File: src/rtl/stream_mux_arb_pkg.sv
// Shared constants for the stream multiplexer/arbiter and its helpers.
package stream_mux_arb_pkg;

    localparam logic MODE_FIXED = 1'b0;
    localparam logic MODE_RR    = 1'b1;

    localparam logic [0:0] ST_IDLE = 1'b0;
    localparam logic [0:0] ST_BUSY = 1'b1;

endpackage

File: src/rtl/stream_mux_arb_rr_pick.sv
// Round-robin picker: returns the first requester strictly after ptr,
// wrapping from the top channel back to channel 0.
module stream_mux_arb_rr_pick #(
    parameter  int CHANNELS = 4,
    localparam int SEL_W    = $clog2(CHANNELS)
) (
    input  logic [CHANNELS-1:0] req,
    input  logic [SEL_W-1:0]    ptr,
    output logic [SEL_W-1:0]    idx,
    output logic                found
);

    int bestDist;

    // Distance 0 is the channel right after ptr; ptr itself is farthest.
    function automatic int distFrom(input int chan, input logic [SEL_W-1:0] p);
        return (chan - int'(p) - 1 + 2 * CHANNELS) % CHANNELS;
    endfunction

    // NOTE: every output of a combinational block gets a default first, so no latch is inferred.
    always_comb begin
        idx      = '0;
        found    = 1'b0;
        bestDist = CHANNELS;
        for (int j = 0; j < CHANNELS; j++) begin
            if (req[j] && (distFrom(j, ptr) < bestDist)) begin
                bestDist = distFrom(j, ptr);
                idx      = SEL_W'(j);
                found    = 1'b1;
            end
        end
    end

endmodule

File: src/rtl/stream_mux_arb.sv
// N-channel stream multiplexer with fixed or round-robin selection,
// packet locking and a single registered output stage.
module stream_mux_arb
    import stream_mux_arb_pkg::*;
#(
    parameter  int WIDTH    = 16,
    parameter  int CHANNELS = 4,
    localparam int SEL_W    = $clog2(CHANNELS)
) (
    input  logic                      clk,
    input  logic                      rstn,
    input  logic [CHANNELS*WIDTH-1:0] in_data,
    input  logic [CHANNELS-1:0]       in_valid,
    input  logic [CHANNELS-1:0]       in_last,
    output logic [CHANNELS-1:0]       in_ready,
    input  logic                      mode,
    input  logic [SEL_W-1:0]          sel,
    output logic [WIDTH-1:0]          out_data,
    output logic                      out_last,
    output logic [SEL_W-1:0]          out_chan,
    output logic                      out_valid,
    input  logic                      out_ready
);

    logic [0:0]       state;
    logic [SEL_W-1:0] grant;
    logic [SEL_W-1:0] rrPtr;

    logic [SEL_W-1:0] rrIdx;
    logic             rrFound;
    logic             fixedHit;
    logic [SEL_W-1:0] candIdx;
    logic             candFound;

    logic             grantValid;
    logic             grantLast;
    logic [WIDTH-1:0] grantData;
    logic             slotFree;
    logic             accept;

    stream_mux_arb_rr_pick #(
        .CHANNELS(CHANNELS)
    ) rrPick (
        .req  (in_valid),
        .ptr  (rrPtr),
        .idx  (rrIdx),
        .found(rrFound)
    );

    // Out-of-range sel values match no channel, so fixed mode just keeps waiting.
    always_comb begin
        fixedHit = 1'b0;
        for (int i = 0; i < CHANNELS; i++) begin
            if (SEL_W'(i) == sel) fixedHit = in_valid[i];
        end
        if (mode == MODE_RR) begin
            candIdx   = rrIdx;
            candFound = rrFound;
        end else begin
            candIdx   = sel;
            candFound = fixedHit;
        end
    end

    assign grantValid = in_valid[grant];
    assign grantLast  = in_last[grant];
    assign grantData  = in_data[grant*WIDTH +: WIDTH];
    assign slotFree   = !out_valid || out_ready;
    assign accept     = (state == ST_BUSY) && grantValid && slotFree;

    always_comb begin
        in_ready = '0;
        if (state == ST_BUSY) in_ready[grant] = slotFree;
    end

    // NOTE: sequential state uses non-blocking assignments so every register sees pre-edge values.
    always_ff @(posedge clk or negedge rstn) begin
        if (!rstn) begin
            state     <= ST_IDLE;
            grant     <= '0;
            rrPtr     <= SEL_W'(CHANNELS - 1);
            out_valid <= 1'b0;
            out_data  <= '0;
            out_last  <= 1'b0;
            out_chan  <= '0;
        end else begin
            if (state == ST_IDLE) begin
                if (candFound) begin
                    grant <= candIdx;
                    state <= ST_BUSY;
                end
            end else if (accept && grantLast) begin
                state <= ST_IDLE;
                rrPtr <= grant;
            end

            // A same-cycle drain and accept reloads the register without a bubble.
            if (accept) begin
                out_valid <= 1'b1;
                out_data  <= grantData;
                out_last  <= grantLast;
                out_chan  <= grant;
            end else if (out_ready) begin
                out_valid <= 1'b0;
            end
        end
    end

endmodule

File: config.mk
export PLATFORM = sky130hd
export DESIGN_NAME = stream_mux_arb
export DESIGN_NICKNAME = d
export VERILOG_FILES = /design/src/rtl/stream_mux_arb_pkg.sv /design/src/rtl/stream_mux_arb_rr_pick.sv /design/src/rtl/stream_mux_arb.sv
export SDC_FILE = /design/constraint.sdc
export NUM_CORES = 1
export LEC_CHECK = 0
export ABC_AREA = 1
export CORE_MARGIN = 5
export CORE_UTILIZATION = 30
export CTS_CLUSTER_SIZE = 25
export DETAILED_ROUTE_END_ITERATION = 6
export PLACE_DENSITY = 0.72
export SYNTH_ARGS = -nofsm -noshare
export SYNTH_HDL_FRONTEND = slang
export SYNTH_SLANG_ARGS = --single-unit
File: constraint.sdc
create_clock -name clk -period 9.1 [get_ports clk]
set_input_delay 1.82 -clock clk [delete_from_list [all_inputs] [get_ports clk]]
set_output_delay 1.82 -clock clk [all_outputs]
set_load 0.02 [all_outputs]
### Word level (Yosys, flattened, before mapping)

Cells that the tools add are included.

| operators by class | value |
|---|---|
| $add $sub $neg | 12 |
| $lt $le $gt $ge | 6 |
| equal/unequal tests | 3 |
| shift-type cells | 1 |
| muxes and demuxes | 28 |
| bitwise operators | 6 |
| reductions and logical operators | 18 |

Operators by type and width:

| cell | count |
|---|---|
| $add 32x5->32 const B | 4 |
| $lt 3x32->1 | 3 |
| $mux 32 | 3 |
| $sub 32x2->32 const B | 3 |
| $shiftx 64x7->16 | 1 |
| $mux 1 | 18 |
| $logic_and 1x1->1 | 8 |
| $reduce_or 2->1 | 4 |
| $mux 2 | 3 |
| $sub 1x2->3 const A | 2 |
| $sub 2x2->3 const A | 2 |
| $and 1x1->1 | 4 |
| $and 4x4->4 | 1 |
| $bmux 1 s2 | 2 |
| $eq 2x2->1 const A | 2 |
| $lt 3x4->1 const B | 1 |
| $mux 4 | 1 |
| $reduce_and 2->1 | 2 |
| $sub 3x2->4 const B | 1 |
| $lt 2x3->1 const B | 1 |
| $demux 1 s2 | 1 |
| $eq 1x2->1 const A | 1 |
| $ge 2x1->1 const B | 1 |
| $logic_not 2->1 | 1 |
| other kinds (4) | 4 |

| storage, ports and cells | value |
|---|---|
| register bits after elaboration | 25 |
| output and inout port bits | 24 |
| logic and storage cells | 81 |

### Logic depth before layout (Yosys ltp)

Gate-level depths: netlist (run 1).

| logic depth | value |
|---|---|
| depth after elaboration | 20 |
| mapped depth | 28 |
| mapped depth without buffers | 28 |

### By module

Synthesis (run 1) repeated with hierarchy kept, for this count alone.

| second synthesis, totals | value |
|---|---|
| cell total of the unflattened synthesis | 280 |
| area, all modules | 1845.5 sq um |

Modules (own cells, without submodules):

| module | instances | cells each | area an instance (sq um) | sequential area each (sq um) |
|---|---|---|---|---|
| stream_mux_arb | 1 | 244 | 1662.8 | 628.1 |
| stream_mux_arb_rr_pick | 1 | 36 | 182.7 | 0.0 |

### Least setup slack after synthesis (run 1)

OpenSTA, ideal clock, no wires.

| path | value |
|---|---|
| kind | in2out |
| start | input out_ready |
| end | output in_ready[2] |
| data arrival time | 2.492 ns |
| required time | 7.280 ns |
| path slack | 4.788 ns |
| cell stages on the path | 4 |
| cell sequence | nor2_1 > nor2_1 > inv_1 > nor3_1 |

| between the ends | value |
|---|---|
| word-level cells in the longest chain between the ends | 3 |

Ends and longest elaborated chain:

| what | line | text |
|---|---|---|
| start, declared | stream_mux_arb.sv:22 | `input logic out_ready` |
| $logic_or 1x1->1 | stream_mux_arb.sv:68 | `assign slotFree = !out_valid \|\| out_ready;` |
| $and 4x4->4 (no source line) | n/a |  |
| $mux 4 | stream_mux_arb.sv:73 | `if (state == ST_BUSY) in_ready[grant] = slotFree;` |
| end, declared | stream_mux_arb.sv:15 | `output logic [CHANNELS-1:0] in_ready,` |

No other way between the ends.

### Final worst setup path (run 1)

Ends and elaborated chain as after synthesis.

==> flow_summary.json, run 1 <==
{
  "dieArea_sq_um": 7500,
  "yosys.area.top_type": "dfrtp_1",
  "end_kind": "primary output",
  "yosys_warnings": 0,
  "async_flop_share": 1.00,
  "min-delay-start": "out_chan[0]",
  "synth.most_common_cell": "nand2_1",
  "setup_viol_count_final": 0,
  "min_to": "out_chan[0]",
  "rsz0062_at_grt": "false",
  "die_y_microns": 86.6,
  "ys_seq_elements": 25,
  "fp-row-count": 28,
  "power_w": 0.000867,
  "syn_inst": 236,
  "final_max_slew_viol_count": 0,
  "gp_congestion": 0.852,
  "io_buffer_count": 101,
  "r2r_setup_slack_ns": 5.50,
  "p_leak_nw": 1.20,
  "cts_buffers": 3,
  "dp.cells": 404,
  "cts_buffer_depth": 2,
  "netlist.area_leader.share": 0.327,
  "initial_core_util": 0.303,
  "fin_skew_ns": 0.00224,
  "vias": 1936,
  "syn_nets": 322,
  "drc": 0,
  "hp-class": "register to register",
  "power.density_nw_per_um2": 302,
  "grt_use_met3": 0.0361,
  "crit_arrival_ns": 3.37,
  "cts_tree": "yes",
  "syn_area_sq_um": 1760,
  "cts.sinks": 25,
  "htreeDepth": 1,
  "finalSetupTns_ns": 0,
  "grt_max_degree": 33,
  "area_growth_pct": 63.3,
  "critical_path_required_ns": 7.28,
  "drtAntennaViolNets": 0,
  "routed_wl_microns": 5920,
  "crit_buf_inv": 3,
  "r2r-start": "rrPtr[0]",
  "tightest_slew_ns": 0.948,
  "cts-root-buf": "clkbuf_8",
  "wl_per_cell_microns": 14.5,
  "min_period_over_period": 0.571,
  "final-instance-count-excl-fill": 408,
  "fin_crit_ns": 5.19,
  "critical_path_class": "input port to primary output",
  "holdPathStages": 2,
  "irDropWorstVdd_mv": 0.109,
  "critPathMaxFanout": 4,
  "gr-usage-met2": 0.264,
  "fin_nets": 420,
  "final_layout_size_suffix_gt1_frac": 0.0841,
  "dr.pass1.iters": 4,
  "max_stage_delay_ns": 0.63,
  "drt-initial-drc-count": 84,
  "diodes": 0,
  "grt_pass1_vias": 1957,
  "crit_chain": "clkdlybuf4s50_1, nor2_1, nor2_1, inv_1, nor3_1, clkdlybuf4s50_1",
  "dp_hpwl_microns": 4630,
  "crit_family": "buffers and inverters",
  "final_hold_viol_count": 0,
  "cts-hold-fix-buffers": 0,
  "cts_setup_buffers": 0,
  "ys_top_cells_by_count": "72 x nand2_1, 26 x nor2_1, 23 x dfrtp_1",
  "syn_avg_cell_area_sq_um": 7.46,
  "num-fill-cells": 614,
  "ioPinCount": 102,
  "reg2reg_depth": 28,
  "cp-start-kind": "input port",
  "slew_headroom": 0.368,
  "top_usage_layer": "met2",
  "grt_usage": 0.154,
  "cts_resized": 0,
  "antenna_found_initial": 0,
  "synthDistinctLibCells": 29,
  "reg2reg_to": "grant[1]",
  "fmax_ghz": 0.193,
  "met1_usage": 0.199,
  "yosysSeqAreaShare": 0.357,
  "fp.coreArea_sq_um": 5820,
  "synth_ff_type": "dfrtp_1",
  "grt_remaining_overflow": 0,
  "viasPerCell": 4.75,
  "die_w_microns": 86.6,
  "drv_cap": 0,
  "synth-edff-count": 0,
  "crit_path_top_delay_cell": "clkdlybuf4s50_1",
  "insertion_delay_ns": 0.26,
  "grt_pass1_wl_microns": 9250,
  "status": "completed",
  "netlist_top_cells_area": "dfrtp_1 33%, nand2_1 15%, a41oi_1 8.0%",
  "path_clk_slew_ns": 0.08
}
## metal layers
metal,vias up,wire length (microns)
met4,0,38
met1,892,2570
li1,986,-
met2,56,2960
met5,-,0
met3,2,355
## worst reg2reg max path, delay by kind of cell, from the launching register on
kind / cells / cell delay [ns]
adders and majority gates: 3 / 0.91
and+or+nand+nor: 19 / 1.30
DFF: 1 / 0.64
buffers and inverters: 3 / 0.23
AOI/OAI and AO/OA: 3 / 0.42
## final cells by class
class                           count  area (sq um)  area share
Clock inverter                      1          5.00     0.00174
Inverter                           27           101      0.0353
Clock buffer                        3          41.3      0.0144
Multi-Input combinational cell    175           986       0.343
Timing Repair Buffer              102          1020       0.354
Tap cell                           75          93.8      0.0327
Sequential cell                    25           628       0.219
## cells by family (layout without fill, tap and decap cells)
group,count (synthesis),after routing,share of synthesized area
adders and majority gates,8,8,0.0569
and+or+nand+nor,114,114,0.279
buffers and inverters,36,133,0.0831
xor gates and xnor gates,2,2,0.0142
AOI/OAI and AO/OA,51,51,0.210
DFF,25,25,0.357
## state kept, by name, summed over array words and instances (netlist names)
name and flops:
state 1, out_data 16, out_chan 2, rrPtr 2, grant 2, out_valid 1, out_last 1
## placed cells by master (no fill, tap or decap), drive strengths merged
cell             n
o211ai           1
a22oi           18
buf              1
o221ai           1
xor2             2
nor2            30
a21oi            3
clkinv           1
o21ai           10
dfrtp           23
clkdlybuf4s50  101
ha               8
a31oi            1
nand2           80
nor3             1
clkbuf           3
nand3            3
inv             27
a21boi           1
a41oi           16
dfstp            2
## worst max path at each step
| stage | from | to | slack, ns | cells past startpoint |
|---|---|---|---|---|
| global route | out_ready | in_ready[2] | 3.79 | 6 |
| finish | out_ready | in_ready[2] | 3.91 | 6 |
| detailed placement | out_ready | in_ready[2] | 3.90 | 6 |
| global placement | out_ready | in_ready[2] | 3.94 | 6 |
| floorplan | out_ready | in_ready[2] | 4.79 | 4 |
| CTS | out_ready | in_ready[2] | 3.90 | 6 |
## power by group
part,internal (W),switching (W)
logic,0.000244,0.000349
clock network,0.0000305,0.0000333
registers,0.000169,0.0000403
## stage by stage
stage / worst slack, ns / utilization / area [sq um] / hold slack (ns)
floorplan: 4.79 / - / 1760 / 0.516
global route: 3.79 / 0.494 / 2870 / 0.540
CTS: 3.90 / 0.494 / 2870 / 0.496
detailed placement: 3.90 / 0.486 / 2830 / 0.473
finish: 3.91 / 0.494 / 2870 / 0.493
global placement: 3.94 / 0.486 / 2830 / 0.468
Power figures use the tool's default switching activity.
==> run 2, diff against run 1 <==
==> constraint.sdc (replaced) <==
create_clock -name clk -period 5.4 [get_ports clk]
set_input_delay 1.08 -clock clk [delete_from_list [all_inputs] [get_ports clk]]
set_output_delay 1.08 -clock clk [all_outputs]
set_load 0.02 [all_outputs]
==> flow_summary.json, run 2 (synthesis gave the netlist of run 1 again) <==
{
  "num-fill-cells": 575,
  "final_cell_mix": "101 x clkdlybuf4s50_1, 72 x nand2_1, 26 x nor2_1",
  "final_hold_viol_count": 0,
  "hp-class": "register to register",
  "io_buffer_count": 101,
  "cts.sinks": 25,
  "reg2reg_to": "grant[1]",
  "end_kind": "primary output",
  "path_clk_slew_ns": 0.09,
  "largest_reg_flops": 16,
  "routed_wl_microns": 5820,
  "r2r-start": "rrPtr[0]",
  "drc": 0,
  "cts-root-buf": "clkbuf_8",
  "die_w_microns": 86.6,
  "critPathMaxFanout": 4,
  "fin_skew_ns": 0.00260,
  "status": "completed",
  "critical_path_required_ns": 4.32,
  "dieArea_sq_um": 7500,
  "fmax_ghz": 0.265,
  "rsz0062_at_grt": "false",
  "drv_cap": 0,
  "dp_hpwl_microns": 4510,
  "final_common_cell": "clkdlybuf4s50_1",
  "final_layout_size_suffix_gt1_frac": 0.0841,
  "die_y_microns": 86.6,
  "setup_viol_count_final": 0,
  "crit_path_top_delay_cell": "clkdlybuf4s50_1",
  "regMostFlops": "out_data",
  "p_sw_w": 0.000698,
  "fp.coreArea_sq_um": 5820,
  "crit_buf_inv": 3,
  "htreeDepth": 1,
  "crit_path_start": "out_ready",
  "cts_setup_buffers": 0,
  "fp-row-count": 28,
  "tightest_slew_ns": 0.932,
  "grt_max_degree": 33,
  "r2r_setup_slack_ns": 1.84,
  "max_stage_delay_ns": 0.64,
  "grt_usage": 0.154,
  "power.density_nw_per_um2": 503,
  "ioPinCount": 102,
  "grt_pass1_vias": 1884,
  "crit_chain": "clkdlybuf4s50_1, nor2_1, nor2_1, inv_1, nor3_1, clkdlybuf4s50_1",
  "area_growth_pct": 63.3,
  "drtAntennaViolNets": 0,
  "p_sw_frac": 0.483,
  "crit_family": "buffers and inverters",
  "path_depth": 6,
  "vias": 1915,
  "gp_congestion": 0.913,
  "insertion_delay_ns": 0.26,
  "dr.pass1.iters": 4,
  "final_max_slew_viol_count": 0,
  "crit_end": "in_ready[2]",
  "cp-start-kind": "input port",
  "slew_headroom": 0.378,
  "antenna_found_initial": 0,
  "irDropWorstVdd_mv": 0.210,
  "fin_crit_ns": 3.78,
  "cts_tree": "yes",
  "power_w": 0.00145,
  "drt-initial-drc-count": 117,
  "crit_arrival_ns": 2.70,
  "initial_core_util": 0.303,
  "critical_path_class": "input port to primary output",
  "cts_resized": 0,
  "whs_ns": 0.495,
  "cts-hold-fix-buffers": 0,
  "diodes": 0,
  "p_int_w": 0.000748,
  "wl_per_cell_microns": 14.3,
  "grt_remaining_overflow": 0,
  "pwr-share-seq": 0.245,
  "viasPerCell": 4.69,
  "finalSetupTns_ns": 0,
  "reg2reg_depth": 28,
  "utilization": 0.494,
  "fin_nets": 420,
  "cts_buffers": 3,
  "min_period_over_period": 0.700,
  "p_leak_nw": 1.20,
  "pwr-share-comb": 0.678,
  "p_clk_frac": 0.076,
  "cts_buffer_depth": 2,
  "grt_pass1_wl_microns": 9190
}
[run 2: stage by stage]
stage	setup WS [ns]	instances	cell area, sq um
4_1_cts	1.64	408	2870
3_3_place_gp	1.50	404	2830
5_1_grt	1.40	408	2870
6_report	1.62	408	2870
3_5_place_dp	1.42	404	2830
2_1_floorplan	2.14	236	1760
[run 2: per-layer routing]
metal  GRT usage  up-vias  part of all wire
met1       0.202      875              0.44
met2       0.266       56              0.49
met5           0        -                 0
li1            -      982                 -
met3      0.0314        2             0.062
met4      0.0255        0            0.0065
[run 2: how the worst min path moves through the flow]
stage,from,to,cells after the start
2_1_floorplan,state,state,2
3_3_place_gp,out_chan[0],out_chan[0],2
3_5_place_dp,out_last,out_last,2
4_1_cts,out_chan[0],out_chan[0],2
5_1_grt,out_chan[0],out_chan[0],2
6_report,out_last,out_last,2
[run 2: tightest hold or removal path: cells and delay by family (launching register included)]
kind	cells	cell delay (ns)
flip-flops	1	0.36
AND/OR/NAND/NOR	2	0.11
[run 2: final cells by class]
| class | count | area (sq um) | area share |
|---|---|---|---|
| clock inverter | 1 | 5.00 | 0.00174 |
| timing repair buffer | 102 | 1020 | 0.354 |
| sequential | 25 | 628 | 0.219 |
| clock buffer | 3 | 41.3 | 0.0144 |
| inverter | 27 | 101 | 0.0353 |
| multi-input combinational | 175 | 986 | 0.343 |
| tap | 75 | 93.8 | 0.0327 |
[run 2: power groups by stage]
stage	Combinational [W]	Clock [W]	Sequential, W
after floorplan	0.000560	0	0.000427
after global placement	0.000976	0	0.000353
after detailed placement	0.000991	0	0.000358
after CTS	0.000994	0.000116	0.000356
after global routing	0.00109	0.000126	0.000371
final	0.000981	0.000110	0.000355
==> run 3, diff against run 2 <==
--- a/config.mk
+++ b/config.mk
@@ -10,7 +10,7 @@
 export CORE_UTILIZATION = 30
 export CTS_CLUSTER_SIZE = 25
 export DETAILED_ROUTE_END_ITERATION = 6
-export PLACE_DENSITY = 0.72
+export PLACE_DENSITY = 0.74
 export SYNTH_ARGS = -nofsm -noshare
 export SYNTH_HDL_FRONTEND = slang
 export SYNTH_SLANG_ARGS = --single-unit
==> constraint.sdc (replaced) <==
create_clock -name clk -period 3.45 [get_ports clk]
set_input_delay 0.69 -clock clk [delete_from_list [all_inputs] [get_ports clk]]
set_output_delay 0.69 -clock clk [all_outputs]
set_load 0.02 [all_outputs]
==> flow_summary.json, run 3 (synthesis gave the netlist of run 1 again) <==
{
  "final_area_sq_um": 2950,
  "r2r-start": "rrPtr[1]",
  "fin_nets": 428,
  "cts-root-buf": "clkbuf_8",
  "critical_path_required_ns": 3.61,
  "pwr-share-seq": 0.231,
  "crit_family": "simple AND/OR/NAND/NOR gates",
  "crit_path_start": "rrPtr[1]",
  "end_kind": "register",
  "diodes": 0,
  "die_w_microns": 86.6,
  "dieArea_sq_um": 7500,
  "critical_path_class": "register to register",
  "largest_reg_flops": 16,
  "fp-row-count": 28,
  "grt_usage": 0.152,
  "min_period_over_period": 0.937,
  "cts_buffers": 3,
  "vias": 1990,
  "final_layout_size_suffix_gt1_frac": 0.111,
  "irDropWorstVdd_mv": 0.356,
  "fin_skew_ns": 0.00428,
  "final_cell_mix": "101 x clkdlybuf4s50_1, 72 x nand2_1, 26 x nor2_1",
  "utilization": 0.508,
  "io_buffer_count": 101,
  "pwr-share-comb": 0.693,
  "wl_per_cell_microns": 14.4,
  "fp.coreArea_sq_um": 5820,
  "drv_cap": 0,
  "final_hold_viol_count": 0,
  "routed_wl_microns": 5980,
  "multiInputGateArea_sq_um": 1000,
  "drtAntennaViolNets": 0,
  "htreeDepth": 1,
  "gp_congestion": 0.876,
  "viasPerCell": 4.78,
  "min_to": "out_chan[1]",
  "min-delay-start": "out_chan[1]",
  "num-fill-cells": 578,
  "slew_headroom": 0.654,
  "grt_max_degree": 33,
  "crit_path_top_delay_cell": "dfstp_2",
  "max_stage_delay_ns": 0.59,
  "crit_arrival_ns": 3.39,
  "fmax_ghz": 0.309,
  "path_clk_slew_ns": 0.09,
  "setup_viol_count_final": 0,
  "insertion_delay_ns": 0.27,
  "p_clk_frac": 0.076,
  "crit_buf_inv": 3,
  "reg2reg_to": "grant[0]",
  "fin_crit_ns": 3.23,
  "path_common_cell": "nand2_1",
  "cts.sinks": 25,
  "dr.pass1.iters": 4,
  "drt-initial-drc-count": 107,
  "p_int_w": 0.00123,
  "hp-class": "register to register",
  "critPathMaxFanout": 4,
  "grt_remaining_overflow": 0,
  "antenna_found_initial": 0,
  "status": "completed",
  "dp_hpwl_microns": 4720,
  "finalSetupTns_ns": 0,
  "power_w": 0.00235,
  "place_area_sq_um": 2890,
  "cts_buffer_depth": 2,
  "power.density_nw_per_um2": 796,
  "area_growth_pct": 67.7,
  "p_leak_nw": 1.24,
  "grt_pass1_vias": 1912,
  "tightest_slew_ns": 0.517,
  "drc": 0,
  "final_common_cell": "clkdlybuf4s50_1",
  "final_max_slew_viol_count": 0,
  "die_y_microns": 86.6,
  "ff_latch_area_sq_um": 628,
  "reg2reg_depth": 28,
  "p_sw_w": 0.00112,
  "p_sw_frac": 0.475,
  "ioPinCount": 102,
  "holdPathStages": 2,
  "cts_setup_buffers": 0,
  "cp-start-kind": "register",
  "initial_core_util": 0.303,
  "regMostFlops": "out_data",
  "grt_pass1_wl_microns": 9220,
  "cts_tree": "yes",
  "r2r_setup_slack_ns": 0.22
}
-- run 3: changes by cell type in the layout (fill, tap and decap cells not counted) --
cell	change
a21oi_1	-1
a21oi_2	+1
buf_4	+8
clkinv_2	-1
clkinvlp_4	+1
ha_1	-1
ha_4	+1
-- run 3: area by class of cell --
class | instances | area share
inverter | 27 | 0.0343
sequential | 25 | 0.213
tap | 75 | 0.0318
multi-input combinational | 175 | 0.339
clock inverter | 1 | 0.00254
clock buffer | 3 | 0.0140
timing repair buffer | 110 | 0.365
-- run 3: power by group through the flow --
stage	combinational (W)	sequential [W]	clock [W]
global route	0.00179	0.000567	0.000197
detailed placement	0.00162	0.000551	0
global placement	0.00157	0.000543	0
CTS	0.00162	0.000545	0.000184
finish	0.00163	0.000544	0.000178
floorplan	0.000877	0.000668	0
-- run 3: stage by stage --
step,std cells,worst slack (ns),hold WS [ns]
floorplan,236,0.287,0.394
global placement,412,0.0679,0.468
detailed placement,412,-0.0509,0.480
CTS,416,0.110,0.505
global route,416,-0.0300,0.543
finish,416,0.219,0.491
-- run 3: how the worst max path moves through the flow --
stage | end | slack [ns] | depth (start not counted)
final | grant[0] | 0.22 | 28
after CTS | grant[0] | 0.11 | 28
after detailed placement | grant[0] | -0.05 | 28
after floorplan | grant[0] | 0.29 | 28
after global routing | grant[1] | -0.03 | 28
after global placement | grant[1] | 0.07 | 28
-- run 3: timing repair --
action                                  CTS  global route
endpoints found under the hold margin     0             0
hold buffers                              0             0
gates resized for setup                   0             2
endpoints found under the setup margin    0             3
-- run 3: worst register-to-register path: cells and delay by family, from the launching register on --
| kind | cells | cell delay [ns] |
|---|---|---|
| AND/OR/NAND/NOR | 19 | 1.25 |
| adder cells (fa/ha/maj) | 3 | 0.87 |
| flip-flops | 1 | 0.59 |
| buffers and inverters | 3 | 0.24 |
| AO/OA/AOI/OAI | 3 | 0.21 |
-- run 3: metal layers --
metal | global-route usage | share of wire | vias to the layer above
li1 | - | - | 997
met1 | 0.196 | 0.40 | 934
met2 | 0.275 | 0.54 | 57
met3 | 0.0190 | 0.056 | 2
met4 | 0.0269 | 0.0064 | 0
met5 | 0 | 0 | -
